`src/rtl/arb_pkg.sv`:
```
// Helpers shared between the round-robin arbiter and its response router:
// index width, one-hot encoding and one-hot validity.
package arb_pkg;

    localparam int MAX_N = 256;

    function automatic int idx_w(input int n);
        return (n <= 1) ? 1 : $clog2(n);
    endfunction

    // OR-reduction of set-bit indices; only meaningful for a one-hot input
    function automatic int onehot_to_idx(input logic [MAX_N-1:0] v);
        int idx;
        idx = 0;
        for (int i = 0; i < MAX_N; i++)
            if (v[i]) idx = idx | i;
        return idx;
    endfunction

    function automatic logic is_onehot(input logic [MAX_N-1:0] v);
        return (v != '0) && ((v & (v - 1'b1)) == '0);
    endfunction

endpackage

```
`src/rtl/arb_tag_fifo.sv`:
```
// Issue-order tag FIFO. Head comes from registered state only, so an entry
// pushed in cycle t is first visible at t+1.
module arb_tag_fifo #(
    parameter  int W     = 5,
    parameter  int DEPTH = 8,
    localparam int CW    = $clog2(DEPTH + 1)
) (
    input  logic          clk,
    input  logic          rst_n,
    input  logic          push,
    input  logic [W-1:0]  wdata,
    input  logic          pop,
    output logic [W-1:0]  rdata,
    output logic          full,
    output logic          empty,
    output logic [CW-1:0] count
);
    localparam int PW = $clog2(DEPTH);
    localparam logic [CW-1:0] FULL_CNT = CW'(DEPTH);

    logic [W-1:0]  mem [DEPTH];
    logic [PW-1:0] wr_ptr, rd_ptr;
    logic          do_push, do_pop;

    assign full    = (count == FULL_CNT);
    assign empty   = (count == '0);
    assign do_push = push & ~full;
    assign do_pop  = pop & ~empty;
    assign rdata   = mem[rd_ptr];

    always_ff @(posedge clk) begin
        if (do_push) mem[wr_ptr] <= wdata;
    end

    // DEPTH is a power of two, so pointers wrap by natural overflow
    always_ff @(posedge clk or negedge rst_n) begin
        if (!rst_n) begin
            wr_ptr <= '0;
            rd_ptr <= '0;
            count  <= '0;
        end else begin
            if (do_push) wr_ptr <= wr_ptr + 1'b1;
            if (do_pop)  rd_ptr <= rd_ptr + 1'b1;
            case ({do_push, do_pop})
                2'b10:   count <= count + 1'b1;
                2'b01:   count <= count - 1'b1;
                default: count <= count;
            endcase
        end
    end

endmodule

```
`src/rtl/rr_rsp_router.sv`:
```
// Steers in-order resource responses back to the requester whose grant was
// accepted, using a FIFO of grant indices recorded at issue time.
module rr_rsp_router
    import arb_pkg::*;
#(
    parameter  int N      = 32,
    parameter  int DEPTH  = 8,
    parameter  int DATA_W = 32,
    localparam int CW     = $clog2(DEPTH + 1)
) (
    input  logic              clk,
    input  logic              rst_n,
    input  logic [N-1:0]      gnt_i,
    input  logic              gnt_accept_i,
    output logic              issue_stall_o,
    input  logic              rsp_valid_i,
    input  logic [DATA_W-1:0] rsp_data_i,
    output logic              rsp_ready_o,
    output logic [N-1:0]      cli_rsp_valid_o,
    output logic [DATA_W-1:0] cli_rsp_data_o,
    input  logic [N-1:0]      cli_rsp_ready_i,
    output logic [CW-1:0]     outstanding_o,
    output logic              err_onehot_o,
    output logic              err_underflow_o
);
    localparam int IW = idx_w(N);

    logic [1:0]          rst_sync;
    logic                arst_n;
    logic [MAX_N-1:0]    gnt_ext;
    logic                gnt_ok, push, pop, full, empty;
    logic [IW-1:0]       push_idx, head_idx;
    logic                slot_valid, slot_drain;
    logic [IW-1:0]       slot_idx;
    logic [DATA_W-1:0]   slot_data;

    // Reset asserts asynchronously, releases two edges after rst_n rises
    always_ff @(posedge clk or negedge rst_n) begin
        if (!rst_n) rst_sync <= '0;
        else        rst_sync <= {rst_sync[0], 1'b1};
    end
    assign arst_n = rst_sync[1];

    always_comb begin
        gnt_ext        = '0;
        gnt_ext[N-1:0] = gnt_i;
    end

    assign gnt_ok   = is_onehot(gnt_ext);
    assign push_idx = IW'(onehot_to_idx(gnt_ext));
    assign push     = gnt_accept_i & gnt_ok & ~full;

    assign slot_drain  = slot_valid & cli_rsp_ready_i[slot_idx];
    assign rsp_ready_o = ~empty & (~slot_valid | slot_drain);
    assign pop         = rsp_valid_i & rsp_ready_o;

    arb_tag_fifo #(.W(IW), .DEPTH(DEPTH)) u_tag_fifo (
        .clk   (clk),
        .rst_n (arst_n),
        .push  (push),
        .wdata (push_idx),
        .pop   (pop),
        .rdata (head_idx),
        .full  (full),
        .empty (empty),
        .count (outstanding_o)
    );

    assign issue_stall_o = full;

    // Load wins over drain so a same-cycle drain+load keeps the slot full
    always_ff @(posedge clk or negedge arst_n) begin
        if (!arst_n) begin
            slot_valid <= 1'b0;
            slot_idx   <= '0;
            slot_data  <= '0;
        end else if (pop) begin
            slot_valid <= 1'b1;
            slot_idx   <= head_idx;
            slot_data  <= rsp_data_i;
        end else if (slot_drain) begin
            slot_valid <= 1'b0;
        end
    end

    always_comb begin
        cli_rsp_valid_o = '0;
        if (slot_valid) cli_rsp_valid_o[slot_idx] = 1'b1;
    end
    assign cli_rsp_data_o = slot_data;

    always_ff @(posedge clk or negedge arst_n) begin
        if (!arst_n) begin
            err_onehot_o    <= 1'b0;
            err_underflow_o <= 1'b0;
        end else begin
            if (gnt_accept_i & ~gnt_ok) err_onehot_o    <= 1'b1;
            if (rsp_valid_i & empty)    err_underflow_o <= 1'b1;
        end
    end

endmodule

```
`config.mk`:
```
export PLATFORM = sky130hd
export DESIGN_NAME = rr_rsp_router
export DESIGN_NICKNAME = d
export VERILOG_FILES = /design/src/rtl/arb_pkg.sv /design/src/rtl/arb_tag_fifo.sv /design/src/rtl/rr_rsp_router.sv
export SDC_FILE = /design/constraint.sdc
export NUM_CORES = 1
export LEC_CHECK = 0
export ABC_AREA = 1
export CAP_MARGIN = 0
export CORE_ASPECT_RATIO = 0.8
export CORE_MARGIN = 4
export CORE_UTILIZATION = 35
export DETAILED_ROUTE_END_ITERATION = 7
export MAX_ROUTING_LAYER = met4
export SKIP_CTS_REPAIR_TIMING = 1
export SLEW_MARGIN = 10
export SYNTH_ARGS = -nofsm -noshare
export SYNTH_HDL_FRONTEND = slang
export SYNTH_HIERARCHICAL = 1
export SYNTH_SLANG_ARGS = --single-unit
```
`constraint.sdc`:
```
create_clock -name clk -period 2.72 [get_ports clk]
set_input_delay 0.544 -clock clk [delete_from_list [all_inputs] [get_ports clk]]
set_output_delay 0.544 -clock clk [all_outputs]
set_load 0.02 [all_outputs]
```
==> results of run 1 <==
routing by layer:
metal	GRT usage	up-vias
met5	-	-
met4	0.0376	0
met3	0.0360	13
met2	0.293	152
met1	0.269	2448
li1	-	2824
cell type report:
class	instances	share of cell area
repair buffers	254	0.289
flip-flops and latches	92	0.299
multi-input cells	545	0.320
inverters	71	0.0318
well taps	189	0.0283
clock buffers	10	0.0274
clock inverters	6	0.00493
power by group through the flow:
| stage | Sequential [µW] | Clock, µW | Combinational (µW) |
|---|---|---|---|
| after global routing | 1450 | 1220 | 343 |
| after floorplan | 1480 | 0 | 65.4 |
| final | 1450 | 1140 | 318 |
| after detailed placement | 1480 | 0 | 303 |
| after global placement | 1480 | 0 | 306 |
| after CTS | 1450 | 1170 | 305 |
through the flow:
step                setup slack (ns)  cells  hold slack (ns)  utilization
finish                        0.0403   1167            0.286        0.559
global placement              -0.696   1147            0.307        0.522
floorplan                     0.0137    733            0.248            -
global route                  -0.118   1167            0.341        0.559
CTS                           -0.330   1163            0.313        0.541
detailed placement            -0.684   1147            0.312        0.522
kinds of logic after synthesis:
family,after synthesis,synth area share
other cells,1,0.000702
flops,92,0.468
xor+xnor,6,0.00984
simple gates,501,0.390
fa+ha+maj,6,0.0155
compound gates,31,0.0372
buf+inv,96,0.0782
layout by cell type, fill, tap and decap left out, drive strengths merged, types with 4 or more instances in the layout:
cell type      synthesis  routed
nor2                 149     149
nor3                  17      17
clkdlybuf4s50          0     127
xnor2                  4       4
nor4                   5       5
inv                   71      72
buf                   21      83
clkbuf                 4      15
edfxtp                40      40
dlymetal6s2s           0      39
nand2                269     269
nand4                 40      40
o21ai                 10      10
a22oi                 14      14
dfrtp                 52      52
nand3                 18      18
ha                     5       5
worst max-delay path: stages (launching register included):
cell and delay (ns):
dfrtp_1 0.44, inv_1 0.14, nor3_1 0.33, inv_1 0.16
nor2_1 0.12, clkdlybuf4s50_1 0.62
worst min path at each step:
stage | startpoint | to | slack, ns
after detailed placement | rst_sync[1] | cli_rsp_data_o[17] | 0.31
after global placement | rst_sync[1] | cli_rsp_data_o[17] | 0.31
after CTS | rst_sync[1] | cli_rsp_data_o[17] | 0.31
after floorplan | rst_n | rst_sync[0] | 0.25
final | rst_sync[1] | err_underflow_o | 0.29
after global routing | rst_sync[1] | err_underflow_o | 0.34
state kept, by name, summed over array words and instances (netlist names), 2 cells and up:
| signal | cells |
|---|---|
| u_tag_fifo/mem | 40 |
| cli_rsp_data_o | 32 |
| u_tag_fifo/count | 4 |
| rst_sync | 2 |
| u_tag_fifo/wr_ptr | 3 |
| slot_idx | 5 |
| u_tag_fifo/rd_ptr | 3 |
==> impl_metrics.csv, run 1 <==
group,metric,value,unit
outcome,status,"finished clean",
clocking,root_buffer,"clkbuf_16",
route,via_per_inst,4.66,
power_and_ir_drop,p_int,2250,µW
clocking,clkLatencyLatePin,0.34,ns
floorplanning,row_count,40,
synth,synth.avg_cell_area,7.29,µm²
timing,period_share,0.985,
synth,synthFlopType,"dfrtp_1",
setup_path,critPathLaunchType,"register",
setup_path,critPathLaunch,"slot_idx[2]",
route,routed_wl,16.7,mm
timing,rsz0062_at_grt,"yes",
setup_path,path_max_fanout,5,
clocking,numCtsBuffers,9,
setup_path,endpoint_kind,"output pin",
floorplanning,initial_utilization,0.357,
layout,multi_input_area,0.00267,mm²
timing,tightest_slew,0.618,ns
placement,routabilityCongestion,0.955,
power_and_ir_drop,pwr-share-seq,0.499,
floorplanning,ioPinCount,172,
synth,synth_warnings,6,
layout,regArea,0.00251,mm²
power_and_ir_drop,p_switching,657,µW
power_and_ir_drop,vdd_drop_max,0.000258,V
synth,synth-seq-area-share,0.468,
power_and_ir_drop,p_sw_frac,0.226,
setup_path,r2r-start,"slot_idx[2]",
route,wl_met1,8.25,mm
synth,synth_most_common_cell,"nand2_1",
route,post_drt_wl_per_cell,14.3,µm
synth,synth-async-reset-ratio,0.565,
timing,fmax,373,MHz
route,wl_met2,7.45,mm
synth,synth_common_cells,"268 x nand2_1, 145 x nor2_1, 66 x inv_1",
route,dr.pass1.iters,4,
synth,synth_top_cell_area_share,0.244,
layout,antenna_cells,0,
synth,synth_cells,733,
grt,overflow,0,
power_and_ir_drop,p_comb_frac,0.109,
placement,place_area,0.00782,mm²
clocking,h-tree-depth,3,
setup_path,worstSetupPathType,"register to output pin",
synth,ys_ff_latch,92,
synth,syn_area,0.00534,mm²
setup_path,r2r_cells,15,
clocking,cts_tree,"built",
power_and_ir_drop,pwr-share-clk,0.392,
timing,clock_skew,0.00567,ns
power_and_ir_drop,powerDensity,348,mW/mm²
timing,hold_viol,0,
grt,grt_max_degree,43,
layout,finalNetCount,1079,
timing,setup_viol,0,
layout,syn_to_final_growth,56.6,%
setup_path,endpoint,"cli_rsp_valid_o[12]",
synth,synth_cell_type_count,32,
setup_path,rrSetupSlack,0.20,ns
floorplanning,core_area,0.0150,mm²
timing,slew_viol_final,0,
route,top_layer,"met4",
timing,min_period,2.68,ns
clocking,clk_pin_slew,0.06,ns
synth,syn_nets,839,
grt,grt_pass1_vias,5203,
floorplanning,dieArea,0.0173,mm²
synth,synth_enable_flop_cells,40,
clocking,cts.sinks,92,
grt,antenna_found_initial,0,
placement,place_hpwl,12.8,mm
setup_path,arrival,2.14,ns
placement,numPortBuffers,171,
synth,synth_area_leader_cell,"dfrtp_1",
min_path,hold_class,"register to async pin",
floorplanning,die_x,146,µm
grt,grt_pass1_wl,26.6,mm
route,ant_nets,0,
layout,final_area,0.00837,mm²
power_and_ir_drop,leakagePower,0.00409,µW
route,via_count,5437,
floorplanning,die_h,119,µm
route,drt-initial-drc-count,324,
route,wl_met3,821,µm
synth,yosys-top-cells-area,"dfrtp_1 24%, edfxtp_1 22%, nand2_1 19%, nor2_1 10%, nand4_1 4.7%",
layout,drive_above_1_share,0.185,
setup_path,reg2reg_to,"u_tag_fifo/count[2]",
job,cap_violations,0,
timing,slew-limit-headroom,0.588,
route,drc,0,
timing,setup_tns,0,ns
power_and_ir_drop,power,2910,µW
layout,fillers,1399,
setup_path,required,2.18,ns
clocking,clk_path_buf_depth,2,
grt,grtUsageTotal,0.192,
Note: power is estimated with default switching activity, not from simulation.
==> run 2, diff against run 1 <==
--- a/config.mk
+++ b/config.mk
@@ -6,7 +6,7 @@
 export NUM_CORES = 1
 export LEC_CHECK = 0
 export ABC_AREA = 1
-export CAP_MARGIN = 0
+export CAP_MARGIN = 20
 export CORE_ASPECT_RATIO = 0.8
 export CORE_MARGIN = 4
 export CORE_UTILIZATION = 35
==> results of run 2 <==
Final layout, timing and power as in run 1 (identical DEF).
==> run 3, diff against run 2 <==
--- a/config.mk
+++ b/config.mk
@@ -8,10 +8,11 @@
 export ABC_AREA = 1
 export CAP_MARGIN = 20
 export CORE_ASPECT_RATIO = 0.8
-export CORE_MARGIN = 4
 export CORE_UTILIZATION = 35
 export DETAILED_ROUTE_END_ITERATION = 7
+export HOLD_SLACK_MARGIN = 0.05
 export MAX_ROUTING_LAYER = met4
+export PLACE_DENSITY_LB_ADDON = 0.2
 export SKIP_CTS_REPAIR_TIMING = 1
 export SLEW_MARGIN = 10
 export SYNTH_ARGS = -nofsm -noshare
==> run 3 against run 2 <==
Register-to-register slack got worse by 0.03 ns; hold slack improved by 0.018 ns; via count rose by 1.2%; wire length fell by 2.5%; utilization rose by 1.4 points; flip-flop and latch count did not move.
==> impl_metrics.csv, run 3 (synthesis gave the netlist of run 1 again) <==
group,metric,value,unit
outcome,status,"finished clean",
layout,final_area,0.00837,mm²
floorplanning,row_count,39,
clocking,root_buffer,"clkbuf_16",
placement,routabilityCongestion,0.945,
power_and_ir_drop,vdd_drop_max,0.000399,V
route,ant_nets,0,
min_path,hold_class,"register to async pin",
setup_path,required,2.95,ns
grt,antenna_found_initial,0,
layout,drive_above_1_share,0.195,
setup_path,r2r-start,"slot_idx[1]",
setup_path,cpPeakStageDelay,0.23,ns
layout,finalNetCount,1075,
setup_path,endpoint_kind,"register",
floorplanning,ioPinCount,172,
timing,hold_viol,0,
timing,min_period,2.63,ns
setup_path,worstSetupPathType,"primary input to register",
floorplanning,initial_utilization,0.366,
grt,grtUsageTotal,0.212,
timing,setup_tns,0,ns
route,via_per_inst,4.75,
power_and_ir_drop,pwr-share-seq,0.492,
placement,place_area,0.00776,mm²
setup_path,path_max_fanout,4,
setup_path,arrival,2.85,ns
timing,slew_viol_final,0,
clocking,cts.sinks,92,
power_and_ir_drop,powerDensity,352,mW/mm²
setup_path,rrSetupSlack,0.17,ns
route,post_drt_wl_per_cell,14.1,µm
setup_path,critPathLaunch,"gnt_i[11]",
timing,setup_viol,0,
floorplanning,die_x,140,µm
power_and_ir_drop,p_sw_frac,0.232,
timing,rsz0062_at_grt,"yes",
clocking,clkLatencyLatePin,0.34,ns
route,drt-initial-drc-count,382,
power_and_ir_drop,p_comb_frac,0.107,
setup_path,cpMostUsedCell,"nand2_1",
route,via_count,5500,
power_and_ir_drop,p_switching,684,µW
layout,final_cell_mix,"249 x nand2_1, 137 x clkdlybuf4s50_1, 101 x nor2_1",
floorplanning,core_area,0.0146,mm²
setup_path,path_cells,"dlymetal6s2s_1 > nor2_2 > nand2_1 > nor2_4 > nand2_2 > nand2_1 > nand3b_1 > nor2_2 > nand3_2 > nor2_2 > nand2_2 > nor2_4 > nand2_4 > ha_4 > ha_4 > or2_4 > nand2_2 > nand2_1 > nand3_1 > nand2_1",
layout,antenna_cells,0,
grt,grt_pass1_wl,25.5,mm
power_and_ir_drop,pwr-share-clk,0.400,
route,drc,0,
timing,clock_skew,0.00777,ns
layout,utilization,0.573,
layout,syn_to_final_growth,56.6,%
floorplanning,die_h,113,µm
clocking,numCtsBuffers,9,
setup_path,worst-path-buf-inv,1,
setup_path,cp_slowest_cell,"or2_4",
timing,slew-limit-headroom,0.561,
placement,place_hpwl,12.1,mm
power_and_ir_drop,p_int,2260,µW
timing,fmax,381,MHz
job,cap_violations,0,
placement,numPortBuffers,171,
layout,largest_reg_flops,40,
grt,grt_pass1_vias,5095,
route,dr.pass1.iters,5,
setup_path,reg2reg_to,"u_tag_fifo/count[3]",
clocking,cts_tree,"built",
timing,tightest_slew,0.658,ns
setup_path,crit_family,"simple AND/OR/NAND/NOR gates",
clocking,clk_pin_slew,0.07,ns
power_and_ir_drop,power,2950,µW
clocking,clk_path_buf_depth,2,
route,routed_wl,16.3,mm
layout,fillers,1336,
grt,grt_max_degree,43,
clocking,h-tree-depth,3,
floorplanning,dieArea,0.0158,mm²
layout,layout_commonest_cell,"nand2_1",
setup_path,critPathLaunchType,"primary input",
timing,period_share,0.965,
power_and_ir_drop,leakagePower,0.00389,µW
layout,max_flop_register,"u_tag_fifo/mem",
setup_path,r2r_cells,20,
grt,overflow,0,
run 3: final cells by class:
type | count | area [µm²] | share of cell area
Sequential cell | 92 | 2510 | 0.300
Inverter | 71 | 267 | 0.0319
Clock buffer | 9 | 225 | 0.0269
Clock inverter | 7 | 58.8 | 0.00703
Multi-Input combinational cell | 546 | 2730 | 0.326
Timing Repair Buffer | 249 | 2350 | 0.281
Tap cell | 184 | 230 | 0.0275
run 3: worst max-delay path by stage:
stage / end / slack (ns) / cells past startpoint
after detailed placement: u_tag_fifo/count[3] / -0.65 / 20
after CTS: u_tag_fifo/count[3] / -0.31 / 20
after global routing: u_tag_fifo/count[3] / -0.07 / 20
after global placement: u_tag_fifo/count[3] / -0.68 / 20
after floorplan: u_tag_fifo/count[3] / 0.01 / 20
final: u_tag_fifo/count[3] / 0.09 / 20
run 3: metrics by stage:
step	std cells	setup WS, ns	hold slack [ns]
2_1_floorplan	733	0.0137	0.248
3_3_place_gp	1135	-0.682	0.331
3_5_place_dp	1135	-0.655	0.329
4_1_cts	1151	-0.315	0.336
5_1_grt	1158	-0.0658	0.353
6_report	1158	0.0942	0.305
run 3: routing by layer:
layer | share of wire | global-route usage
met1 | 0.47 | 0.287
met5 | 0 | -
met3 | 0.060 | 0.0401
met4 | 0.013 | 0.0498
met2 | 0.45 | 0.328
run 3: power by group through the flow:
stage               registers (µW)  clock network [µW]  logic [µW]
CTS                           1450                1210         297
floorplan                     1480                   0        65.4
global placement              1480                   0         298
detailed placement            1480                   0         296
global route                  1450                1250         342
finish                        1450                1180         317
